<file path="src/rtl/univ_shift_reg_param.sv">
// univ_shift_reg_param
//   Universal shift register, WIDTH bits wide, with an auto-serialize engine
//   that loads a word and shifts it out LSB-first over WIDTH enabled cycles.
//
// Ports
//   clk         clock, rising-edge
//   rst         synchronous active-high reset
//   en          clock enable for mode operations and serialize shifts
//   mode        register operation select (honoured only when idle)
//   din         parallel load data (mode load and start)
//   ser_in_lo   serial input into bit 0 on shift up
//   ser_in_hi   serial input into the MSB on shift down / serialize
//   start       single-cycle request to begin serializing din
//   q           register contents
//   ser_out_lo  q[0]
//   ser_out_hi  q[WIDTH-1]
//   busy        serialize burst in progress
//   done        one-cycle pulse after the last serialize shift
//
// state    | meaning
// ---------+-------------------------------------------------------------
// ST_IDLE  | register follows mode when en=1; start begins a burst
// ST_SHIFT | serialize burst; shifts down on en, mode/start ignored
module univ_shift_reg_param #(
    parameter int WIDTH = 8
) (
    input  logic             clk,
    input  logic             rst,
    input  logic             en,
    input  logic [2:0]       mode,
    input  logic [WIDTH-1:0] din,
    input  logic             ser_in_lo,
    input  logic             ser_in_hi,
    input  logic             start,
    output logic [WIDTH-1:0] q,
    output logic             ser_out_lo,
    output logic             ser_out_hi,
    output logic             busy,
    output logic             done
);

    localparam int CW = $clog2(WIDTH + 1);
    localparam logic [CW-1:0] CNT_LAST = CW'(WIDTH - 1);

    localparam logic [2:0] MODE_HOLD  = 3'b000;
    localparam logic [2:0] MODE_SHL   = 3'b001;
    localparam logic [2:0] MODE_SHR   = 3'b010;
    localparam logic [2:0] MODE_LOAD  = 3'b011;
    localparam logic [2:0] MODE_ROL   = 3'b100;
    localparam logic [2:0] MODE_ROR   = 3'b101;
    localparam logic [2:0] MODE_ASR   = 3'b110;
    localparam logic [2:0] MODE_CLEAR = 3'b111;

    typedef enum logic {
        ST_IDLE  = 1'b0,
        ST_SHIFT = 1'b1
    } state_t;

    state_t           state_q, state_d;
    logic [WIDTH-1:0] q_q, q_d;
    logic [CW-1:0]    cnt_q, cnt_d;
    logic             busy_q, busy_d;
    logic             done_q, done_d;

    always_comb begin
        state_d = state_q;
        q_d     = q_q;
        cnt_d   = cnt_q;
        busy_d  = busy_q;
        done_d  = 1'b0;

        case (state_q)
            ST_IDLE: begin
                if (start) begin
                    // start wins over mode and does not need en
                    q_d     = din;
                    cnt_d   = '0;
                    state_d = ST_SHIFT;
                    busy_d  = 1'b1;
                end else if (en) begin
                    case (mode)
                        MODE_HOLD:  q_d = q_q;
                        MODE_SHL:   q_d = {q_q[WIDTH-2:0], ser_in_lo};
                        MODE_SHR:   q_d = {ser_in_hi, q_q[WIDTH-1:1]};
                        MODE_LOAD:  q_d = din;
                        MODE_ROL:   q_d = {q_q[WIDTH-2:0], q_q[WIDTH-1]};
                        MODE_ROR:   q_d = {q_q[0], q_q[WIDTH-1:1]};
                        MODE_ASR:   q_d = {q_q[WIDTH-1], q_q[WIDTH-1:1]};
                        MODE_CLEAR: q_d = '0;
                        default:    q_d = q_q;
                    endcase
                end
            end
            ST_SHIFT: begin
                if (en) begin
                    q_d   = {ser_in_hi, q_q[WIDTH-1:1]};
                    cnt_d = cnt_q + CW'(1);
                    if (cnt_q == CNT_LAST) begin
                        state_d = ST_IDLE;
                        busy_d  = 1'b0;
                        done_d  = 1'b1;
                    end
                end
            end
            default: begin
                state_d = ST_IDLE;
                busy_d  = 1'b0;
            end
        endcase
    end

    always_ff @(posedge clk) begin
        if (rst) begin
            state_q <= ST_IDLE;
            q_q     <= '0;
            cnt_q   <= '0;
            busy_q  <= 1'b0;
            done_q  <= 1'b0;
        end else begin
            state_q <= state_d;
            q_q     <= q_d;
            cnt_q   <= cnt_d;
            busy_q  <= busy_d;
            done_q  <= done_d;
        end
    end

    assign q          = q_q;
    assign ser_out_lo = q_q[0];
    assign ser_out_hi = q_q[WIDTH-1];
    assign busy       = busy_q;
    assign done       = done_q;

endmodule

</file>
<file path="config.mk">
export PLATFORM = sky130hd
export DESIGN_NAME = univ_shift_reg_param
export DESIGN_NICKNAME = d
export VERILOG_FILES = /design/src/rtl/univ_shift_reg_param.sv
export SDC_FILE = /design/constraint.sdc
export NUM_CORES = 1
export LEC_CHECK = 0
export ABC_AREA = 1
export CAP_MARGIN = 10
export CORE_ASPECT_RATIO = 1.2
export CORE_MARGIN = 10
export CORE_UTILIZATION = 25
export DETAILED_ROUTE_END_ITERATION = 8
export PLACE_DENSITY_LB_ADDON = 0.2
export SLEW_MARGIN = 20
export SYNTH_ARGS = -nofsm -noshare
export SYNTH_HDL_FRONTEND = slang
export SYNTH_SLANG_ARGS = --single-unit
</file>
<file path="constraint.sdc">
create_clock -name clk -period 1.7 [get_ports clk]
set_clock_uncertainty 0.05 [all_clocks]
set_input_delay 0.51 -clock clk [delete_from_list [all_inputs] [get_ports clk]]
set_output_delay 0.51 -clock clk [all_outputs]
set_load 0.005 [all_outputs]
</file>
==> summary.txt, run 1 <==
STA
  • RSZ-0062 raised after global routing: false
  • Worst-margin pin slew: 0.304 ns
  • Crit share post-route: 98.2%
  • Finish-stage setup viols: 0
  • Final Max Slew Viols: 0
  • Slew headroom: 79.7%
  • WHS: 0.411 ns
  • Fmax: 599 MHz
  • Hold Vio Cnt, Final: 0
  • Setup TNS: 0 ns
  • Final min period: 1.67 ns

Clock network
  • Hold_buf cts: 0
  • Clock Path Buffers: 2
  • CTS tree: built
  • Inserted Clock Buffers: 3
  • TritonCTS Sinks: 15
  • Worst-Skew Late Latency: 0.25 ns
  • CTS H-tree depth: 1
  • Clock root cell: clkbuf_8
  • Reg clk slew, reported paths: 0.07 ns

Floorplanning
  • Row cnt: 26
  • Die width: 81.9 µm
  • Die H: 94.3 µm
  • Core area: 4360 µm²
  • Starting Density: 26.4%
  • Io pins: 29
  • Die area: 7720 µm²

GRT
  • Vias in the first global route: 1286
  • First-pass GRT wire length: 5780 µm
  • GR Overflow Total: 0
  • Largest net degree at the start of global routing: 15
  • GRT Total Usage: 9.43%
  • Initial antenna violation count: 0

Synthesis
  • Synthesized instance count: 183
  • Mux share of post-synthesis cell area: 0%
  • Library cells used by synthesis: 26
  • Seq cells post-synth: 15
  • Syn_nets: 201
  • Synth Flop Type: dfxtp_1
  • Synth warn: 0
  • Largest family of logic cells by synthesized area: simple AND/OR/NAND/NOR gates
  • Cell area after synthesis: 1150 µm²
  • Synth Area in Simple Gates: 45.8%
  • Post-Synth Adder-Cell Area: 1.09%
  • Post-synth EDFFs: 0
  • Share of synthesized registers carrying an async set or reset: 0%
  • Xor-xnor portion of the synthesized cell area: 0.762%
  • Sequential share of the synthesized area: 26.1%
  • Synth Area in Compound Gates: 12.9%
  • Avg Inst Size Synth: 6.28 µm²

Drt
  • Via count: 1254
  • Vias/cell: 4.49
  • ANT nets after route: 0
  • DRC: 0
  • WL final: 3460 µm
  • Routed length per placed instance: 12.4 µm
  • DR iter-0 viols: 76
  • Drt first pass iters: 4

Worst setup path
  • Worst R2R Setup Slack: 0.40 ns
  • Crit path kind: reg2out
  • Crit start category: flip-flop
  • Worst Reg-to-Reg Cells: 7
  • Arrival @ worst endpoint: 1.11 ns
  • Endpoint class of the critical path: output pin
  • Largest delay share family, worst path: buffers and inverters
  • R2R Path Start: state_q
  • Crit path max fanout: 4
  • CP max stage cell: clkdlybuf4s50_1
  • Crit path cell chain: clkdlybuf4s50_1
  • CP peak stage delay: 0.50 ns
  • Worst r2r dst: q[1]
  • CP required: 1.14 ns
  • CP Buf/Inv Count: 1

Finish
  • Nets@finish: 242
  • Fraction of layout cells with a size suffix above 1: 23.8%
  • N_diodes: 0
  • Fillers: 500
  • Layout area overhead: 43.0%

Worst hold path
  • Min-Delay Path Depth: 2
  • Hold worst-path end: busy
  • Type of the tightest min-delay check: reg2reg
  • Hold Crit Start: busy

Placed design
  • Buffers on Ports: 28
  • Hpwl dp: 2630 µm
  • RD Place Congestion: 0.792

Run
  • Max_cap viols: 0

Run status
  • Status: finished, final reports clean

Power and ir drop
  • Power density cells: 633 nW/µm²
  • Max VDD drop: 0.455 mV
  • Leak: 0.838 nW
-- repair_timing --
item | in CTS | in global routing
setup buffers | 1 | 0
gates cloned | 0 | 1
pin swaps | 0 | 0
endpoints found under the setup margin | 10 | 13
resized for setup | 14 | 11
-- cells in the final DEF (no fill, tap or decap), drive strengths merged --
cell type,netlist,routed
nand4,10,10
buf,7,15
o22ai,1,1
clkinvlp,0,3
inv,25,24
nand2,64,64
o21ai,9,9
ha,1,1
clkbuf,1,3
and3,1,1
dlymetal6s2s,0,9
nor3,3,3
nor2,20,20
xor2,1,1
clkdlybuf4s50,0,15
nand3,13,13
dlygate4sd2,0,4
a21oi,12,12
dfxtp,15,15
-- through the flow --
step	setup slack [ns]	cells	instance area [µm²]	util [%]	total power, mW
6_report	0.0314	279	1640	37.7	1.04
5_1_grt	0.00307	279	1640	37.7	1.11
4_1_cts	0.000454	278	1610	37.0	1.07
3_5_place_dp	-0.200	273	1550	35.5	0.742
3_3_place_gp	-0.212	273	1550	35.5	0.745
2_1_floorplan	0.262	183	1150	-	0.596
-- cell usage after synthesis, types with 2 or more instances --
master,instances,area share (%)
nor2_1,12,3.9
o21ai_1,2,0.87
nand3_1,12,5.2
o21ai_0,6,2.6
a21oi_2,7,5.3
nand2_4,3,2.9
buf_2,4,1.7
nand2_1,60,20
inv_2,2,0.65
nor2_2,7,3.8
dfxtp_1,15,26
nand4_1,10,5.4
a21oi_1,5,2.2
buf_4,2,1.3
nor3_1,3,1.3
inv_1,23,7.5
-- area by class of cell --
| cell class | count | area, µm² | share of cell area (%) |
|---|---|---|---|
| Clock buffer | 3 | 41.3 | 2.51 |
| Clock inverter | 1 | 7.51 | 0.457 |
| Inverter | 25 | 97.6 | 5.94 |
| Multi-Input combinational cell | 135 | 697 | 42.4 |
| Sequential cell | 15 | 315 | 19.2 |
| Tap cell | 56 | 70.1 | 4.26 |
| Timing Repair Buffer | 43 | 410 | 25.0 |
| Timing Repair inverter | 1 | 5.00 | 0.304 |
-- power breakdown --
| group | internal (mW) | total, mW | leakage, nW | switching [mW] |
|---|---|---|---|---|
| Clock | 0.165 | 0.312 | 0.0217 | 0.147 |
| Sequential | 0.379 | 0.405 | 0.127 | 0.0256 |
| Combinational | 0.154 | 0.324 | 0.689 | 0.169 |
-- routing by layer --
| metal | part of all wire [%] | global-route usage, % | up-vias | wire length, µm |
|---|---|---|---|---|
| met5 | 0 | 0 | - | 0 |
| met4 | 0.96 | 3.13 | 0 | 33 |
| met3 | 5.6 | 3.54 | 2 | 195 |
| met2 | 53 | 16.8 | 20 | 1820 |
| met1 | 41 | 9.76 | 568 | 1410 |
| li1 | - | - | 664 | - |
-- worst max-delay path by stage --
stage / startpoint / endpoint / depth (start not counted)
after detailed placement: mode[2] / q[6] / 7
after global routing: q[6] / q[6] / 1
after floorplan: mode[2] / q[3] / 8
final: q[6] / q[6] / 1
after CTS: q[0] / q[0] / 1
after global placement: mode[2] / q[1] / 7
-- flip-flops by register name, summed over array words and instances, names as in the netlist --
register	count
busy	1
cnt_q	4
done	1
q	8
state_q	1
-- cells by family (layout without fill, tap and decap cells) --
group | after synthesis | in the layout
buffers and inverters | 33 | 73
AND/OR/NAND/NOR | 111 | 111
adder cells (fa/ha/maj) | 1 | 1
XOR/XNOR | 1 | 1
AO/OA/AOI/OAI | 22 | 22
flip-flops | 15 | 15
-- worst min-delay path, cell delays in order (launching register included) --
cell and delay (ns):
dfxtp_1 0.31, nand2_1 0.06, a21oi_1 0.05
Power figures use the tool's default switching activity.
==> run 2, diff against run 1 <==
==> constraint.sdc (replaced) <==
create_clock -name clk -period 1.6 [get_ports clk]
set_clock_uncertainty 0.05 [all_clocks]
set_input_delay 0.48 -clock clk [delete_from_list [all_inputs] [get_ports clk]]
set_output_delay 0.48 -clock clk [all_outputs]
set_load 0.005 [all_outputs]
==> run 2 against run 1 <==
Net effect: via count down 0.48%; combinational power increased by 9.9%; register-to-register slack got worse by 0.08 ns; power increased by 6.9%; clock power is 6.7% higher; design area is 0.53% higher; sequential power rose by 5%; clock-buffer cell count stayed put; cell count increased by 1.8%; die area stayed put.
==> summary.txt, run 2 (synthesized netlist as in run 1, its figures left out) <==
Placed design
  • Buffers on Ports: 28
  • RD Place Congestion: 0.785
  • Post-DP Area: 1590 µm²
  • Pre-CTS WS: -0.274 ns
  • Hpwl dp: 2700 µm

Power and ir drop
  • Leak: 0.817 nW
  • Clk pwr share: 29.9%
  • Int Pwr: 0.744 mW
  • Max VDD drop: 0.366 mV
  • Sw Ratio: 33.1%
  • NetSw: 0.369 mW
  • Power density cells: 673 nW/µm²
  • Share of power burned in registers: 38.1%
  • Combinational power share: 32.0%

Finish
  • Max reg flops: 8
  • Commonest non-fill, non-tap cell in the layout: nand2_1
  • N_diodes: 0
  • Fraction of layout cells with a size suffix above 1: 23.7%
  • Final Cell Area: 1650 µm²
  • Core Util, Final: 37.9%
  • Layout area overhead: 43.7%
  • Most frequent cells in the layout: nand2_1 (60), inv_1 (23), buf_4 (21)
  • Nets@finish: 247

Worst setup path
  • Crit path cell chain: dlygate4sd2_1
  • Critical path depth: 1
  • Largest delay share family, worst path: flip-flops
  • R2R Path Start: state_q
  • Crit path max fanout: 5
  • Beginning of the critical path: q[0]
  • Worst Reg-to-Reg Cells: 7
  • Crit start category: flip-flop
  • CP required: 1.07 ns
  • Endpoint class of the critical path: output pin
  • CP Buf/Inv Count: 1
  • CP endpoint: ser_out_lo
  • Arrival @ worst endpoint: 0.88 ns
  • Worst r2r dst: q[4]
  • Crit path kind: reg2out
  • Worst R2R Setup Slack: 0.32 ns
  • CP max stage cell: dfxtp_4
  • CP peak stage delay: 0.36 ns

Clock network
  • Clock root cell: clkbuf_8
  • CTS tree: built
  • TritonCTS Sinks: 15
  • Worst-Skew Late Latency: 0.26 ns
  • Hold_buf cts: 0
  • Inserted Clock Buffers: 3
  • Reg clk slew, reported paths: 0.07 ns
  • Clock Path Buffers: 2
  • CTS H-tree depth: 1

STA
  • Setup TNS: 0 ns
  • RSZ-0062 raised after global routing: false
  • Crit share post-route: 88.1%
  • Finish-stage setup viols: 0
  • WHS: 0.410 ns
  • Final min period: 1.41 ns
  • Hold Vio Cnt, Final: 0
  • Slew headroom: 77.1%
  • Worst-margin pin slew: 0.343 ns
  • Final Max Slew Viols: 0
  • Final WS setup: 0.190 ns
  • Fmax: 709 MHz

Drt
  • Drt first pass iters: 4
  • DRC: 0
  • Via count: 1248
  • Routed length per placed instance: 12.0 µm
  • Vias/cell: 4.39
  • DR iter-0 viols: 57
  • WL final: 3410 µm
  • ANT nets after route: 0

Run
  • Max_cap viols: 0

GRT
  • Largest net degree at the start of global routing: 15
  • GR Overflow Total: 0
  • First-pass GRT wire length: 5980 µm
  • Vias in the first global route: 1330
  • Initial antenna violation count: 0
  • GRT Total Usage: 9.66%

Floorplanning
  • Die width: 81.9 µm
  • Io pins: 29
  • Core area: 4360 µm²
  • Starting Density: 26.4%
  • Die area: 7720 µm²
  • Die H: 94.3 µm
  • Row cnt: 26

Worst hold path
  • Type of the tightest min-delay check: reg2reg

Run status
  • Status: finished, final reports clean
==> run 2: cell types whose count changed in the layout (fill, tap and decap cells not counted), sizes merged <==
cell           change
inv                +1
dlymetal6s2s       -7
dlygate4sd2       +10
clkdlybuf4s50      -3
clkinv             +1
buf                +6
clkinvlp           -3
==> run 2: power groups by stage <==
| stage | sequential, mW | combinational (mW) | clock, mW |
|---|---|---|---|
| 6_report | 0.424 | 0.356 | 0.333 |
| 5_1_grt | 0.429 | 0.400 | 0.352 |
| 4_1_cts | 0.424 | 0.359 | 0.340 |
| 3_5_place_dp | 0.433 | 0.371 | 0 |
| 3_3_place_gp | 0.433 | 0.372 | 0 |
| 2_1_floorplan | 0.432 | 0.201 | 0 |
==> run 2: layout make-up <==
class,instances,area [µm²]
clock buffer,3,41.3
clock inverter,1,5.00
fill,495,2710
inverter,25,93.8
multi-input combinational,135,708
sequential,15,309
tap,56,70.1
timing repair buffer,49,425
==> run 2: timing repair <==
action	in CTS	in global routing
pin swaps	0	1
resized for setup	21	3
setup endpoints to repair	17	9
setup buffers	1	0
cloned	0	0
==> run 2: layer usage <==
layer	share of wire (%)	global-route usage [%]
met5	0	0
met4	1.2	2.98
met3	7.4	2.87
met2	49	16.9
met1	42	10.8
==> run 2: worst min path at each step <==
stage | startpoint | to | slack, ns | depth (start not counted)
after floorplan | cnt_q[0] | cnt_q[0] | 0.40 | 1
after global placement | busy | busy | 0.41 | 2
after detailed placement | busy | busy | 0.41 | 2
after CTS | busy | busy | 0.42 | 2
after global routing | busy | busy | 0.44 | 2
final | busy | busy | 0.41 | 2
==> run 2: stage by stage <==
| stage | instances | total power [mW] |
|---|---|---|
| final | 284 | 1.11 |
| after global routing | 284 | 1.18 |
| after CTS | 284 | 1.12 |
| after detailed placement | 279 | 0.804 |
| after global placement | 279 | 0.805 |
| after floorplan | 183 | 0.633 |
